--- src/rtl/alarm_ctrl_if.sv ---
// Signal bundle between the alarm controller and its surroundings: the
// comparator/timebase/buttons on one side, the buzzer pin and LEDs on the other.
interface alarm_ctrl_if #(
  parameter int MAX_SNOOZE = 3
);
  localparam int SNZ_W = $clog2(MAX_SNOOZE + 1);

  logic             tick_1hz;
  logic             H;
  logic             enable;
  logic             snooze_btn;
  logic             stop_btn;
  logic             buzzer;
  logic             ringing;
  logic             snoozing;
  logic [SNZ_W-1:0] snooze_cnt;

  // Side that produces the alarm events and button pulses.
  modport master (
    output tick_1hz, H, enable, snooze_btn, stop_btn,
    input  buzzer, ringing, snoozing, snooze_cnt
  );

  // The alarm controller itself.
  modport slave (
    input  tick_1hz, H, enable, snooze_btn, stop_btn,
    output buzzer, ringing, snoozing, snooze_cnt
  );
endinterface

--- src/rtl/alarm_ctrl.sv ---
// Alarm controller: arms on the comparator match pulse, rings with a gated
// square-wave tone, allows a bounded number of snoozes, and auto-silences
// after a timeout. All second-based timing comes from the external 1 Hz tick.
module alarm_ctrl #(
  parameter int RING_TIMEOUT_S = 60,
  parameter int SNOOZE_S       = 300,
  parameter int MAX_SNOOZE     = 3,
  parameter int TONE_DIV       = 25000
) (
  input  logic       clk,
  input  logic       rst,
  alarm_ctrl_if.slave bus
);

  localparam int SEC_MAX = (RING_TIMEOUT_S > SNOOZE_S) ? RING_TIMEOUT_S : SNOOZE_S;
  localparam int SEC_W   = $clog2(SEC_MAX);
  localparam int SNZ_W   = $clog2(MAX_SNOOZE + 1);
  localparam int TONE_W  = (TONE_DIV > 1) ? $clog2(TONE_DIV) : 1;

  localparam logic [SEC_W-1:0]  RING_LAST   = SEC_W'(RING_TIMEOUT_S - 1);
  localparam logic [SEC_W-1:0]  SNOOZE_LAST = SEC_W'(SNOOZE_S - 1);
  localparam logic [SNZ_W-1:0]  SNZ_MAX     = SNZ_W'(MAX_SNOOZE);
  localparam logic [TONE_W-1:0] TONE_LAST   = TONE_W'(TONE_DIV - 1);

  typedef enum logic [1:0] {
    IDLE   = 2'd0,
    RING   = 2'd1,
    SNOOZE = 2'd2
  } state_t;

  state_t              state_q,  state_d;
  logic [SEC_W-1:0]    sec_q,    sec_d;
  logic [SNZ_W-1:0]    snz_q,    snz_d;
  logic [TONE_W-1:0]   tcnt_q,   tcnt_d;
  logic                beep_q,   beep_d;
  logic                tone_q,   tone_d;
  logic                buzz_q,   buzz_d;

  // State and datapath registers with synchronous reset.
  always_ff @(posedge clk) begin
    // NOTE: sequential state uses non-blocking assignments so every register
    // samples the pre-edge values, independent of statement order.
    if (rst) begin
      state_q <= IDLE;
      sec_q   <= '0;
      snz_q   <= '0;
      tcnt_q  <= '0;
      beep_q  <= 1'b0;
      tone_q  <= 1'b0;
      buzz_q  <= 1'b0;
    end else begin
      state_q <= state_d;
      sec_q   <= sec_d;
      snz_q   <= snz_d;
      tcnt_q  <= tcnt_d;
      beep_q  <= beep_d;
      tone_q  <= tone_d;
      buzz_q  <= buzz_d;
    end
  end

  // Next-state and datapath: priority enable > stop > snooze > tick > H.
  always_comb begin
    // NOTE: every signal gets a default first so no path leaves it unassigned,
    // which would otherwise infer a latch.
    state_d = state_q;
    sec_d   = sec_q;
    snz_d   = snz_q;
    tcnt_d  = tcnt_q;
    beep_d  = beep_q;
    tone_d  = tone_q;

    unique case (state_q)
      IDLE: begin
        sec_d  = '0;
        snz_d  = '0;
        tcnt_d = '0;
        beep_d = 1'b0;
        tone_d = 1'b0;
        // A match while disarmed is simply dropped.
        if (bus.enable && bus.H) begin
          state_d = RING;
          beep_d  = 1'b1;
        end
      end

      RING: begin
        // Tone divider free-runs for as long as the alarm rings.
        if (tcnt_q == TONE_LAST) begin
          tcnt_d = '0;
          tone_d = ~tone_q;
        end else begin
          tcnt_d = tcnt_q + TONE_W'(1);
        end

        if (!bus.enable || bus.stop_btn) begin
          state_d = IDLE;
          sec_d   = '0;
          snz_d   = '0;
          tcnt_d  = '0;
          beep_d  = 1'b0;
          tone_d  = 1'b0;
        end else if (bus.snooze_btn && (snz_q < SNZ_MAX)) begin
          // The button consumes this cycle; a coincident tick is discarded.
          state_d = SNOOZE;
          sec_d   = '0;
          snz_d   = snz_q + SNZ_W'(1);
          tcnt_d  = '0;
          beep_d  = 1'b0;
          tone_d  = 1'b0;
        end else if (bus.tick_1hz) begin
          // An exhausted snooze press is ignored, so the timeout keeps running.
          if (sec_q == RING_LAST) begin
            state_d = IDLE;
            sec_d   = '0;
            snz_d   = '0;
            tcnt_d  = '0;
            beep_d  = 1'b0;
            tone_d  = 1'b0;
          end else begin
            sec_d  = sec_q + SEC_W'(1);
            beep_d = ~beep_q;
          end
        end
      end

      SNOOZE: begin
        tcnt_d = '0;
        beep_d = 1'b0;
        tone_d = 1'b0;
        if (!bus.enable || bus.stop_btn) begin
          state_d = IDLE;
          sec_d   = '0;
          snz_d   = '0;
        end else if (bus.tick_1hz) begin
          if (sec_q == SNOOZE_LAST) begin
            // Re-enter RING with a fresh timeout and tone phase.
            state_d = RING;
            sec_d   = '0;
            beep_d  = 1'b1;
          end else begin
            sec_d = sec_q + SEC_W'(1);
          end
        end
      end

      default: begin
        state_d = IDLE;
        sec_d   = '0;
        snz_d   = '0;
        tcnt_d  = '0;
        beep_d  = 1'b0;
        tone_d  = 1'b0;
      end
    endcase

    // Buzzer is registered from next-state values so it never lingers a cycle
    // after leaving RING.
    buzz_d = tone_d & beep_d & (state_d == RING);
  end

  // Moore outputs decoded from the registered state.
  always_comb begin
    bus.ringing    = (state_q == RING);
    bus.snoozing   = (state_q == SNOOZE);
    bus.snooze_cnt = snz_q;
    bus.buzzer     = buzz_q;
  end

endmodule

--- src/flat_wrapper.sv ---
// flat-port wrapper written by rule: the top's interface ports become plain ports
module alarm_ctrl_flat 
#(
  parameter int RING_TIMEOUT_S = 60,
  parameter int SNOOZE_S       = 300,
  parameter int MAX_SNOOZE     = 3,
  parameter int TONE_DIV       = 25000
)
  (clk, rst, bus_tick_1hz, bus_H, bus_enable, bus_snooze_btn, bus_stop_btn, bus_buzzer, bus_ringing, bus_snoozing, bus_snooze_cnt);
  alarm_ctrl_if #(.MAX_SNOOZE(MAX_SNOOZE)) bus_i ();
  input  logic clk;
  input  logic rst;
  input wire logic [$bits(bus_i.tick_1hz)-1:0] bus_tick_1hz;
  input wire logic [$bits(bus_i.H)-1:0] bus_H;
  input wire logic [$bits(bus_i.enable)-1:0] bus_enable;
  input wire logic [$bits(bus_i.snooze_btn)-1:0] bus_snooze_btn;
  input wire logic [$bits(bus_i.stop_btn)-1:0] bus_stop_btn;
  output wire logic [$bits(bus_i.buzzer)-1:0] bus_buzzer;
  output wire logic [$bits(bus_i.ringing)-1:0] bus_ringing;
  output wire logic [$bits(bus_i.snoozing)-1:0] bus_snoozing;
  output wire logic [$bits(bus_i.snooze_cnt)-1:0] bus_snooze_cnt;
  assign bus_i.tick_1hz = bus_tick_1hz;
  assign bus_i.H = bus_H;
  assign bus_i.enable = bus_enable;
  assign bus_i.snooze_btn = bus_snooze_btn;
  assign bus_i.stop_btn = bus_stop_btn;
  assign bus_buzzer = bus_i.buzzer;
  assign bus_ringing = bus_i.ringing;
  assign bus_snoozing = bus_i.snoozing;
  assign bus_snooze_cnt = bus_i.snooze_cnt;
  alarm_ctrl #(.RING_TIMEOUT_S(RING_TIMEOUT_S), .SNOOZE_S(SNOOZE_S), .MAX_SNOOZE(MAX_SNOOZE), .TONE_DIV(TONE_DIV)) u_core (.clk(clk), .rst(rst), .bus(bus_i));
endmodule
--- config.mk ---
export PLATFORM = sky130hd
export DESIGN_NAME = alarm_ctrl_flat
export DESIGN_NICKNAME = d
export VERILOG_FILES = /design/src/rtl/alarm_ctrl_if.sv /design/src/rtl/alarm_ctrl.sv /design/src/flat_wrapper.sv
export SDC_FILE = /design/constraint.sdc
export NUM_CORES = 1
export LEC_CHECK = 0
export BUFFER_PORTS_ARGS = -buffer_cell sky130_fd_sc_hd__buf_2
export CORE_MARGIN = 2
export CORE_UTILIZATION = 32
export DETAILED_ROUTE_END_ITERATION = 10
export PLACE_DENSITY = 0.6
export SKIP_CTS_REPAIR_TIMING = 1
export SLEW_MARGIN = 15
export SYNTH_ARGS = -nofsm -noshare
export SYNTH_HDL_FRONTEND = slang
export SYNTH_SLANG_ARGS = --single-unit
--- constraint.sdc ---
create_clock -name clk -period 3.2 [get_ports clk]
set_clock_uncertainty 0.2 [all_clocks]
set_input_delay 0.32 -clock clk [delete_from_list [all_inputs] [get_ports clk]]
set_output_delay 0.32 -clock clk [all_outputs]
set_load 0.03 [all_outputs]
After elaboration in Yosys (flattened, before gate mapping):

Index checks and enable logic that the tools add are counted.

* bits in latches: 0
* output and inout port bits: 5
* bits in read-only memories: 0
* register bits after elaboration: 31
* bits in writable memories: 0
* memories kept: 0

* shifts and indexed selects: 0
* reduce and logical (&&, ||, !) cells: 8
* add/subtract/negate cells: 3
* $mul: 0
* bitwise gates (word level): 5
* muxes and demuxes: 41
* magnitude comparators: 1
* eq/ne operators: 10
* divide/modulo/power cells: 0

Operator list (count)
* two-way mux 9 bit: 7
* two-way mux 15 bit: 3
* two-way mux 2 bit: 13
* one-hot mux 9 bit (2 select lines): 1
* adder 15 x 1 -> 15 bit (second input constant): 1
* == test 15 bit (second input constant): 1
* two-way mux 1 bit: 14
* adder 9 x 1 -> 9 bit (second input constant): 1
* == test 9 x 6 -> 1 bit (second input constant): 1
* == test 9 bit (second input constant): 1
* one-hot mux 2 bit (3 select lines): 1
* == test 2 x 1 -> 1 bit (second input constant): 2
* != test 4 x 1 -> 1 bit (second input constant): 1
* != test 4 x 2 -> 1 bit (second input constant): 1
* one-hot mux 2 bit (2 select lines): 1
* OR reduction 4 bit: 1
* != test 3 x 2 -> 1 bit (second input constant): 1
* inverter 1 bit: 3
* one-hot mux 1 bit (3 select lines): 1
* AND reduction 3 bit: 1
* adder 2 x 1 -> 2 bit (second input constant): 1
* AND 1 bit: 2
* == test 2 bit (second input constant): 1
* logical AND 1 bit: 2
* 6 further kinds: 6

Depth between registers and ports, before layout:

* word-level depth: 9
* gate-level depth with buffers: 8
* depth with buffers taken out: 7

Worst setup path before layout:

No wires, ideal clock.

* kind: register to register
* start: register u_core.state_q[0]
* end: register u_core.tcnt_q[2]
* path buffers: 2
* arrival: 1999 ps
* setup time: 64 ps
* period minus slack after synthesis: 2263 ps
* required time: 2936 ps
* stages on the path, launching flop included: 8
* slack: 937 ps
* cells stage by stage: dfxtp_1 -> ha_1 -> nand3b_1 -> a311o_1 -> or3b_1 -> buf_6 -> buf_8 -> nor2_1

* longest elaborated chain between the ends: 3

Ends and longest elaborated chain
* start: declaration: line alarm_ctrl.sv:31 `state_t state_q, state_d;`
* start signal: assignment: line alarm_ctrl.sv:52 `state_q <= state_d;`
* == test 2 x 1 -> 1 bit
* net bus_ringing: line flat_wrapper.sv:19 `output wire logic [$bits(bus_i.ringing)-1:0] bus_ringing;`
* inverter 1 bit (no line)
* OR reduction 4 bit (no line)
* end signal: assignment: line alarm_ctrl.sv:55 `tcnt_q <= tcnt_d;`
* end: declaration: line alarm_ctrl.sv:34 `logic [TONE_W-1:0] tcnt_q, tcnt_d;`

The timed path passes the listed nets, and every way through them passes these cells.
A chain may end at the register's enable or synchronous reset.

Final worst setup path:

* start: register u_core.sec_q[0]
* end: register u_core.tcnt_q[4]

* longest elaborated chain between the ends: 3

Ends and longest elaborated chain
* start: declaration: line alarm_ctrl.sv:32 `logic [SEC_W-1:0] sec_q, sec_d;`
* start signal: assignment: line alarm_ctrl.sv:45 `sec_q <= '0;`
* start signal: assignment: line alarm_ctrl.sv:53 `sec_q <= sec_d;`
* == test 9 x 6 -> 1 bit: line alarm_ctrl.sv:113 `if (sec_q == RING_LAST) begin`
* two-way mux 15 bit: line alarm_ctrl.sv:113
* two-way mux 15 bit: line alarm_ctrl.sv:111 `end else if (bus.tick_1hz) begin`

Every way passes these cells.

==> impl_metrics.yaml <==
status:
  outcome: "finished clean"
detailed_routing:
  ant_nets: 0
  avgRoutedWirePerCell_um: 11.6
  drtIter0Drc: 58
  drt_pass1_iterations: 4
  wl_mm: 2.97
  drc: 0
  vias: 1225
  via_per_inst: 4.79
synthesis:
  syn_inst: 173
  synth_compound_area_frac: 0.134
  synthArstFlopShare: 0
  ys_warn_count: 0
  synth_edf_count: 0
  synthXorXnorAreaFrac: 0.115
  synth.area.mux_share: 0.00704
  synth_top_family_by_area: "simple AND/OR/NAND/NOR gates"
  synth.ff_latch_count: 31
  yosys.area_share.simple: 0.271
  synth_seq_area_share: 0.388
  synth_nets: 187
  synth_fa_ha_area_frac: 0.0548
  avgSynthCellArea_um2: 9.24
  netlist-cell-type-count: 45
  synthFlopType: "dfxtp_1"
  syn_area_mm2: 0.00160
finish:
  synthToLayoutAreaGrowth_pct: 13.3
  nets: 202
  diodes: 0
  fin_util: 0.379
  fill_cells: 488
  final_cells: 256
  stdcell_area_mm2: 0.00181
  drive_above_1_share: 0.164
timing:
  min_period_over_period: 0.729
  finalSetupViolations: 0
  relSlewSlack: 0.633
  drv_slew: 0
  hold_viol: 0
  setup-tns-final_ps: 0
  worst_pin_slew_ps: 550
  fmax_mhz: 429
  finalWorstSetupSlack_ps: 868
  fin_crit_ps: 2330
  rsz0062_at_grt: "no"
power:
  p_per_area_mw_per_mm2: 423
  vdd_drop_max_mv: 0.222
  p_leak_nw: 0.679
floorplan:
  die_width_um: 74.7
  start_util: 0.334
  core.rowCount: 25
  top_level_ports: 12
  die-area_mm2: 0.00558
  die_h_um: 74.7
  core_mm2: 0.00479
clock_tree:
  clockBufferDepth: 2
  cts.sinks: 31
  clock_latency_ps: 290
  h-tree-depth: 2
  clkTransAtPathRegs_ps: 70
  tritoncts: "done"
  cts_made_buffers: 5
  cts_root_buffer: "clkbuf_8"
global_routing:
  grt_pass1_wl_mm: 5.10
  antenna_found_initial: 0
  grt_pass1_vias: 1153
  grt_max_degree: 16
  overflow: 0
  grt_use_total: 0.123
critical_path:
  cp-end-kind: "flop"
  slowest_stage: "or3b_1"
  required_ps: 3150
  rr_worst_depth: 5
  startpoint: "u_core.sec_q[0]$_SDFFE_PP0P_"
  worstPathArrival_ps: 2290
  reg2reg_slack_ps: 870
  crit_end: "u_core.tcnt_q[4]$_SDFF_PP0_"
  worstSetupPathType: "flop to flop"
  crit_cells: 5
  slowest_delay_ps: 490
  critPathTopFamily: "simple AND/OR/NAND/NOR gates"
  reg2reg_to: "u_core.tcnt_q[4]$_SDFF_PP0_"
  path_cells: "ha_1 -> nor4b_1 -> a311o_1 -> or3b_1 -> nor2_1"
  startpoint_type: "flop"
  critical_path_buf_inv_count: 0
  cp_max_fo: 15
  reg2reg_from: "u_core.sec_q[0]$_SDFFE_PP0P_"
placement:
  pre_cts_ws_ps: 846
  placed_area_mm2: 0.00171
  routabilityCongestion: 0.745
  io_buffers: 11
  hpwl_mm: 2.17
  dp.cells: 248
run:
  cap_violations: 0
hold_path:
  hp-class: "input pin to flop"
==> power breakdown <==
| part | internal (mW) | switching, mW | total [mW] |
|---|---|---|---|
| combinational | 0.0151 | 0.0215 | 0.0366 |
| clock | 0.196 | 0.143 | 0.339 |
| sequential | 0.388 | 0.00225 | 0.390 |
| total | 0.599 | 0.166 | 0.766 |
==> worst register-to-register path, delay by kind of cell, from the launching register on <==
kind / cells / cell delay [ps]
DFF: 1 / 360
AOI/OAI and AO/OA: 1 / 330
and+or+nand+nor: 3 / 1060
adders and majority gates: 1 / 250
==> per-layer routing <==
layer  global-route usage  vias to the layer above  share of wire
met3               0.0361                        8          0.034
met1                0.154                      550           0.50
li1                     -                      652              -
met2                0.184                       15           0.43
met5                    0                        -              0
met4               0.0833                        0          0.027
==> synth_stat cells (2+ instances only) <==
cell type	n	area share
and3b_1	2	0.011
o2111ai_1	4	0.022
a21oi_1	6	0.019
nor2_2	2	0.0078
nor3_1	2	0.0063
o21ai_0	6	0.019
nor2_1	28	0.066
nand3b_1	2	0.0094
nand4_1	6	0.023
dfxtp_1	31	0.39
ha_1	7	0.055
and3_1	6	0.023
clkbuf_1	2	0.0047
nand3_1	6	0.019
xnor2_1	5	0.027
nor4b_1	2	0.011
xor2_1	16	0.088
inv_1	4	0.0094
nand2_1	9	0.021
and3_2	2	0.0094
==> kinds of logic (layout without fill, tap and decap cells) <==
group / after synthesis / count (layout)
AND/OR/NAND/NOR: 78 / 78
buffers and inverters: 8 / 24
XOR/XNOR: 21 / 21
flip-flops: 31 / 31
adder cells (fa/ha/maj): 7 / 7
multiplexers: 1 / 1
AO/OA/AOI/OAI: 27 / 27
==> worst min path at each step <==
stage / start / end / cells past startpoint
finish: rst / u_core.bus.snooze_cnt[1]$_SDFFE_PP0P_ / 2
detailed placement: u_core.tcnt_q[0]$_SDFF_PP0_ / u_core.tcnt_q[0]$_SDFF_PP0_ / 1
global placement: u_core.sec_q[1]$_SDFFE_PP0P_ / u_core.sec_q[1]$_SDFFE_PP0P_ / 2
floorplan: rst / u_core.bus.snooze_cnt[1]$_SDFFE_PP0P_ / 1
global route: rst / u_core.bus.snooze_cnt[1]$_SDFFE_PP0P_ / 2
CTS: rst / u_core.bus.snooze_cnt[1]$_SDFFE_PP0P_ / 2
==> registers in the layout, summed over array words and instances (netlist names) <==
register               flops
u_core.state_q             2
u_core.bus.snooze_cnt      2
u_core.tone_q              1
u_core.sec_q               9
u_core.tcnt_q             15
u_core.beep_q              1
u_core.bus.buzzer          1
==> stage by stage <==
step                total power, mW  hold slack, ps
floorplan                     0.423             189
global placement              0.435             260
detailed placement            0.436             258
CTS                           0.775            77.0
global route                  0.790             106
finish                        0.766            84.9
==> layout by cell type (no fill, tap or decap), types with 2 or more instances in the layout <==
master / Yosys / final
o2111ai_1: 4 / 4
o21ai_0: 6 / 6
nand4_1: 6 / 6
ha_1: 7 / 7
xnor2_1: 5 / 5
and3b_1: 2 / 2
nand2_1: 9 / 9
and3_2: 2 / 2
nor2_2: 2 / 2
xor2_1: 16 / 16
nand3b_1: 2 / 2
nor2_1: 28 / 28
a21oi_1: 6 / 6
nor3_1: 2 / 2
clkbuf_8: 0 / 7
and3_1: 6 / 6
buf_2: 0 / 11
nand3_1: 6 / 6
dfxtp_1: 31 / 31
nor4b_1: 2 / 2
inv_1: 4 / 4
==> layout make-up <==
cell class                 instances  area [µm²]  share of cell area
multi-input combinational        134         930               0.513
tap                               67        83.8              0.0463
inverter                           4        15.0             0.00829
timing repair buffer              12        62.6              0.0345
clock buffer                       8         100              0.0552
sequential                        31         621               0.343
No activity file was read; power rests on OpenSTA's default activity.
